## config.mk

```make
export PLATFORM = sky130hd
export DESIGN_NAME = inst_encoder
export DESIGN_NICKNAME = d
export VERILOG_FILES = /design/src/rtl/riscv_pkg.sv /design/src/rtl/imm_pack.sv /design/src/rtl/inst_encoder.sv
export SDC_FILE = /design/constraint.sdc
export NUM_CORES = 1
export LEC_CHECK = 0
export CORE_MARGIN = 2
export CORE_UTILIZATION = 55
export CTS_CLUSTER_DIAMETER = 150
export DETAILED_ROUTE_END_ITERATION = 8
export PLACE_DENSITY = 0.91
export SYNTH_ARGS = -nofsm -noshare
export SYNTH_HDL_FRONTEND = slang
export SYNTH_HIERARCHICAL = 1
export SYNTH_SLANG_ARGS = --single-unit
```

## constraint.sdc

```tcl
create_clock -name clk -period 6.15 [get_ports clk]
set_input_delay 1.23 -clock clk [delete_from_list [all_inputs] [get_ports clk]]
set_output_delay 1.23 -clock clk [all_outputs]
set_load 0.01 [all_outputs]
```

## src/rtl/riscv_pkg.sv

```systemverilog
// Shared RV32 encoding constants, instruction-format and FSM-state types
// used by the instruction encoder and its immediate packer.
package riscv_pkg;

  localparam logic [6:0] OP_LOAD   = 7'b0000011;
  localparam logic [6:0] OP_IMM    = 7'b0010011;
  localparam logic [6:0] OP_JALR   = 7'b1100111;
  localparam logic [6:0] OP_STORE  = 7'b0100011;
  localparam logic [6:0] OP_BRANCH = 7'b1100011;
  localparam logic [6:0] OP_LUI    = 7'b0110111;
  localparam logic [6:0] OP_AUIPC  = 7'b0010111;
  localparam logic [6:0] OP_JAL    = 7'b1101111;
  localparam logic [6:0] OP_REG    = 7'b0110011;

  localparam logic [31:0] NOP_WORD = 32'h00000013;

  typedef enum logic [2:0] {FMT_R, FMT_I, FMT_S, FMT_B, FMT_U, FMT_J, FMT_BAD} fmt_e;
  typedef enum logic [1:0] {IDLE, RUN, DRAIN, DONE} state_e;

  function automatic fmt_e decode_fmt(input logic [6:0] op);
    case (op)
      OP_REG:                     return FMT_R;
      OP_LOAD, OP_IMM, OP_JALR:   return FMT_I;
      OP_STORE:                   return FMT_S;
      OP_BRANCH:                  return FMT_B;
      OP_LUI, OP_AUIPC:           return FMT_U;
      OP_JAL:                     return FMT_J;
      default:                    return FMT_BAD;
    endcase
  endfunction

endpackage

```

## src/rtl/imm_pack.sv

```systemverilog
// Scatters the immediate into its format-specific bit positions and flags
// immediates that do not fit the format (or opcodes that have no format).
module imm_pack
  import riscv_pkg::*;
(
  input  logic [6:0]  opcode,
  input  logic [31:0] imm,
  output fmt_e        fmt,
  output logic [31:0] imm_bits,
  output logic        err
);

  logic uni11, uni12, uni20;

  // A field fits when every bit above its sign bit equals that sign bit.
  assign uni11 = (&imm[31:11]) | ~(|imm[31:11]);
  assign uni12 = (&imm[31:12]) | ~(|imm[31:12]);
  assign uni20 = (&imm[31:20]) | ~(|imm[31:20]);

  always_comb begin
    fmt      = decode_fmt(opcode);
    imm_bits = '0;
    err      = 1'b0;
    case (fmt)
      FMT_I: begin
        imm_bits = {imm[11:0], 20'b0};
        err      = !uni11;
      end
      FMT_S: begin
        imm_bits = {imm[11:5], 13'b0, imm[4:0], 7'b0};
        err      = !uni11;
      end
      FMT_B: begin
        imm_bits = {imm[12], imm[10:5], 13'b0, imm[4:1], imm[11], 7'b0};
        err      = imm[0] | !uni12;
      end
      FMT_U: begin
        imm_bits = {imm[31:12], 12'b0};
        err      = |imm[11:0];
      end
      FMT_J: begin
        imm_bits = {imm[20], imm[10:1], imm[11], imm[19:12], 12'b0};
        err      = imm[0] | !uni20;
      end
      FMT_BAD: err = 1'b1;
      default: ;
    endcase
  end

endmodule

```

## src/rtl/inst_encoder.sv

```systemverilog
// Streams decoded instruction fields into 32-bit RV32 words, tagging each
// with its instruction-memory address and an immediate/opcode error flag.
module inst_encoder
  import riscv_pkg::*;
(
  input  logic        clk,
  input  logic        rst_n,
  input  logic        start,
  input  logic [31:0] base_addr,
  input  logic [15:0] len,
  input  logic        in_valid,
  output logic        in_ready,
  input  logic [6:0]  opcode,
  input  logic [4:0]  rd,
  input  logic [4:0]  rs1,
  input  logic [4:0]  rs2,
  input  logic [2:0]  funct3,
  input  logic [6:0]  funct7,
  input  logic [31:0] imm,
  output logic        out_valid,
  input  logic        out_ready,
  output logic [31:0] inst_word,
  output logic [31:0] out_addr,
  output logic        imm_err,
  output logic [7:0]  err_count,
  output logic        done
);

  state_e      state;
  logic [31:0] base_r;
  logic [15:0] len_r;
  logic [15:0] idx;
  fmt_e        fmt;
  logic [31:0] imm_bits;
  logic [31:0] fields;
  logic        pack_err;
  logic        accept;
  logic        emit;

  imm_pack u_pack (
    .opcode   (opcode),
    .imm      (imm),
    .fmt      (fmt),
    .imm_bits (imm_bits),
    .err      (pack_err)
  );

  assign in_ready = (state == RUN) && (!out_valid || out_ready);
  assign accept   = in_valid && in_ready;
  assign emit     = out_valid && out_ready;

  // Register fields each format carries; unknown opcodes collapse to a NOP.
  always_comb begin
    fields = NOP_WORD;
    case (fmt)
      FMT_R:        fields = {funct7, rs2, rs1, funct3, rd, opcode};
      FMT_I:        fields = {12'b0, rs1, funct3, rd, opcode};
      FMT_S, FMT_B: fields = {7'b0, rs2, rs1, funct3, 5'b0, opcode};
      FMT_U, FMT_J: fields = {20'b0, rd, opcode};
      default:      fields = NOP_WORD;
    endcase
  end

  always_ff @(posedge clk or negedge rst_n) begin
    if (!rst_n) begin
      state     <= IDLE;
      base_r    <= '0;
      len_r     <= '0;
      idx       <= '0;
      out_valid <= 1'b0;
      inst_word <= '0;
      out_addr  <= '0;
      imm_err   <= 1'b0;
      err_count <= '0;
      done      <= 1'b0;
    end else begin
      done <= 1'b0;
      if (emit) out_valid <= 1'b0;
      if (emit && imm_err && err_count != 8'hFF) err_count <= err_count + 8'd1;
      // An accept in the same cycle as an emit keeps out_valid high.
      if (accept) begin
        out_valid <= 1'b1;
        inst_word <= fields | imm_bits;
        out_addr  <= base_r + {14'b0, idx, 2'b00};
        imm_err   <= pack_err;
        idx       <= idx + 16'd1;
      end
      case (state)
        IDLE: if (start) begin
          base_r    <= base_addr;
          len_r     <= len;
          idx       <= '0;
          err_count <= '0;
          if (len == 16'd0) begin
            state <= DONE;
            done  <= 1'b1;
          end else begin
            state <= RUN;
          end
        end
        RUN:   if (accept && idx == len_r - 16'd1) state <= DRAIN;
        DRAIN: if (emit) begin
          state <= DONE;
          done  <= 1'b1;
        end
        DONE:  state <= IDLE;
        default: state <= IDLE;
      endcase
    end
  end

endmodule

```

==> run metrics <==
Post-Synth Adder-Cell Area=0.0376; most area-hungry cell type in the Yosys netlist=dfrtp_1; TNS Setup=0 ps; Arr. time, crit path=4580 ps; power consumption=2020 µW; post-synth cell types=77; simple-gate portion of the synthesized area=0.249; routing usage on met2=0.496; Initial Util=0.563; Post-Synth XOR/XNOR Area=0.0632; Critical R2R Capture=state[0]$_DFFE_PN0P_; commonest non-fill, non-tap cell in the layout=nand2_1; CP most frequent cell=a21oi_1; Worst-Skew Late Latency=between 400 and 500 ps; crit end category=flip-flop; sequential power share=0.460; post-layout min period=about 4200 ps; setup ws final=1920 ps; Psw=463 µW; maxcap violations=0; synthesized area per cell=around 8.5 µm²; Critical Path Max Stage Delay=700 ps; r2r worst-path depth=9; EDFF count, synth=0; first-pass detailed-route iteration total=5; commonest cells after routing, fill and taps aside=nand2_1, clkdlybuf4s50_1, dfrtp_1; # diodes=0; post-synthesis compound-gate area fraction=0.171; 1st-iter DRT viols=662; # resized after CTS=0; met3 usage=0.0952; GRT Util Overall=0.300; Post-CTS Setup Inserts=0; fill count=~1.1k; Seq. cell area=3530 µm²; # rows=44; first-pass GRT wire length=~38000 µm; Final #Nets=1278; CTS tree=yes; unrepaired setup endpoints after global routing=no; critical path fanouts, max=8; hold buffer count at cts=0; Internal Power=roughly 1600 µW; proportion of synthesized area in mux cells=0.00918; Critical path origin=opcode[3]; Placer Congestion=between 0.9 and 1; routed vias=7865; total grt overflow=0; min-delay src=out_addr[1]$_DFFE_PN0P_; worst vdd ir=between 150 and 200 µV; YS warnings=6; f_max=around 0.24 GHz; cell area power density=188 nW/µm²; CTS Sinks=141; WL per Instance=17.5 µm; multi-input logic area=4360 µm²; CTS H-tree lvls=4; met1 Usage GRT=0.368; pre-CTS setup slack=1550 ps; synthesized area=around 8200 µm²; initial antenna violation count=0; post-route antenna net violation count=0; CP required=between 6000 and 7000 ps; WL final=23300 µm; combinational power share=0.067; Worst Skew=about 18 ps; Hold Vio Cnt, Final=0; CTS Buf Count=17; hpwl dp=17100 µm; WHS Path Cells=2; Leak=0.00473 µW; nature of the critical path startpoint=primary input; die height=126 µm; largest net degree at the start of global routing=90; Rel. slew slack=0.336; Core ar.=14500 µm²; post-synthesis sequential area ratio=0.431; Clk network pwr share=0.474; crit-path cells=clkdlybuf4s50_1 > and4b_1 > o2111ai_4 > ha_1 > inv_1 > nor3_1 > or2_1 > inv_1 > a21oi_1 > a21oi_1 > a21oi_1; share of cells above drive strength 1=0.0548; Synth-to-Final Area Change=31.3%; cell count after synthesis=959; drt drc=0; critical path class=primary input to flip-flop; Async S/R FF share, synth=1.00; setup violators final=0; Worst-path clk slew=60 ps; crit share post-route=0.688; ys flop type=dfrtp_1; Slew @ Worst Pin=approximately 990 ps; FF-to-FF Start=len_r[0]$_DFFE_PN0P_; Die Area=around 16000 µm²; Slew Viols, Final=0; DR vias/cell=5.90; vias in the first global route=7708; GRT Max-Usage Layer=met2; largest cells by area after synthesis=dfrtp_1, nand2_1, a21oi_1; CTS Root Cell=clkbuf_16; status=finished clean; largest family of logic cells by synthesized area=simple AND/OR/NAND/NOR gates; I/O Pins=around 190; top cell type's share of synthesized area=0.431; # port buffers=192; Hold Slack=475 ps; Hold Path End=out_addr[1]$_DFFE_PN0P_; maximum clock path buffer count=2; reg-to-reg slack, setup=~3100 ps; DIE WIDTH=~130 µm; Yosys reg bits=roughly 140; Hold Path Class=flip-flop to flip-flop; slowest CP cell=nor3_1; Sw Ratio=0.229
## worst max-delay path: cells and delay by family
kind                       cells  cell delay [ps]
and+or+nand+nor                3             1320
adders and majority gates      1              250
AOI/OAI and AO/OA              4              990
buffers and inverters          3              790
## cells in the mapped netlist (all sizes together) (18+ instances only)
library cell,count
xnor2,33
nor2,87
ha,23
nand4,18
nor3,20
inv,29
o21ai,53
xor2,26
nand2,194
nor4,21
clkbuf,28
dfrtp,141
a21oi,97
## registers in the layout (all words and copies together) (netlist names), 2 cells and up
| name | count |
|---|---|
| base_r | 32 |
| err_count | 8 |
| len_r | 16 |
| inst_word | 32 |
| idx | 16 |
| out_addr | 32 |
| state | 2 |
## per-layer routing
metal  vias up  wire [µm]  share of wire
li1       3699          -              -
met1      3750       9180           0.39
met2       363      11300           0.49
met3        53       2050          0.088
met4         0        726          0.031
met5         -          0              0
## through the flow
| step | area [µm²] | utilization | std cells |
|---|---|---|---|
| after floorplan | 8200 | - | 965 |
| after global placement | 10200 | 0.701 | 1302 |
| after detailed placement | 10200 | 0.701 | 1302 |
| after CTS | 10700 | 0.739 | 1333 |
| after global routing | 10700 | 0.739 | 1333 |
| final | 10700 | 0.739 | 1333 |
## worst max path at each step
| stage | depth (start not counted) | end | slack (ps) |
|---|---|---|---|
| after floorplan | 10 | inst_word[20]$_DFFE_PN0P_ | 2530 |
| after global placement | 11 | inst_word[22]$_DFFE_PN0P_ | 1720 |
| after detailed placement | 11 | inst_word[24]$_DFFE_PN0P_ | 1550 |
| after CTS | 11 | inst_word[23]$_DFFE_PN0P_ | 2000 |
| after global routing | 11 | inst_word[23]$_DFFE_PN0P_ | 1610 |
| final | 11 | inst_word[24]$_DFFE_PN0P_ | 1920 |
## power groups by stage
stage | clock (µW) | combinational [µW] | sequential (µW)
after floorplan | 0 | 24.0 | 945
after global placement | 0 | 132 | 945
after detailed placement | 0 | 134 | 945
after CTS | 965 | 134 | 928
after global routing | 1010 | 146 | 927
final | 955 | 134 | 928
## cell type report
| cell class | count | area share |
|---|---|---|
| multi-input combinational | 750 | 0.406 |
| clock inverter | 14 | 0.0115 |
| inverter | 30 | 0.0105 |
| tap | 184 | 0.0214 |
| sequential | 141 | 0.329 |
| timing repair buffer | 197 | 0.183 |
| clock buffer | 17 | 0.0396 |
## kinds of logic (layout without fill, tap and decap cells)
group | after synthesis | in the layout
buffers and inverters | 74 | 258
xor gates and xnor gates | 59 | 59
other | 1 | 7
AOI/OAI and AO/OA | 224 | 224
DFF | 141 | 141
adders and majority gates | 24 | 24
muxes | 7 | 7
and+or+nand+nor | 429 | 429
Note: power is estimated with default switching activity, not from simulation.
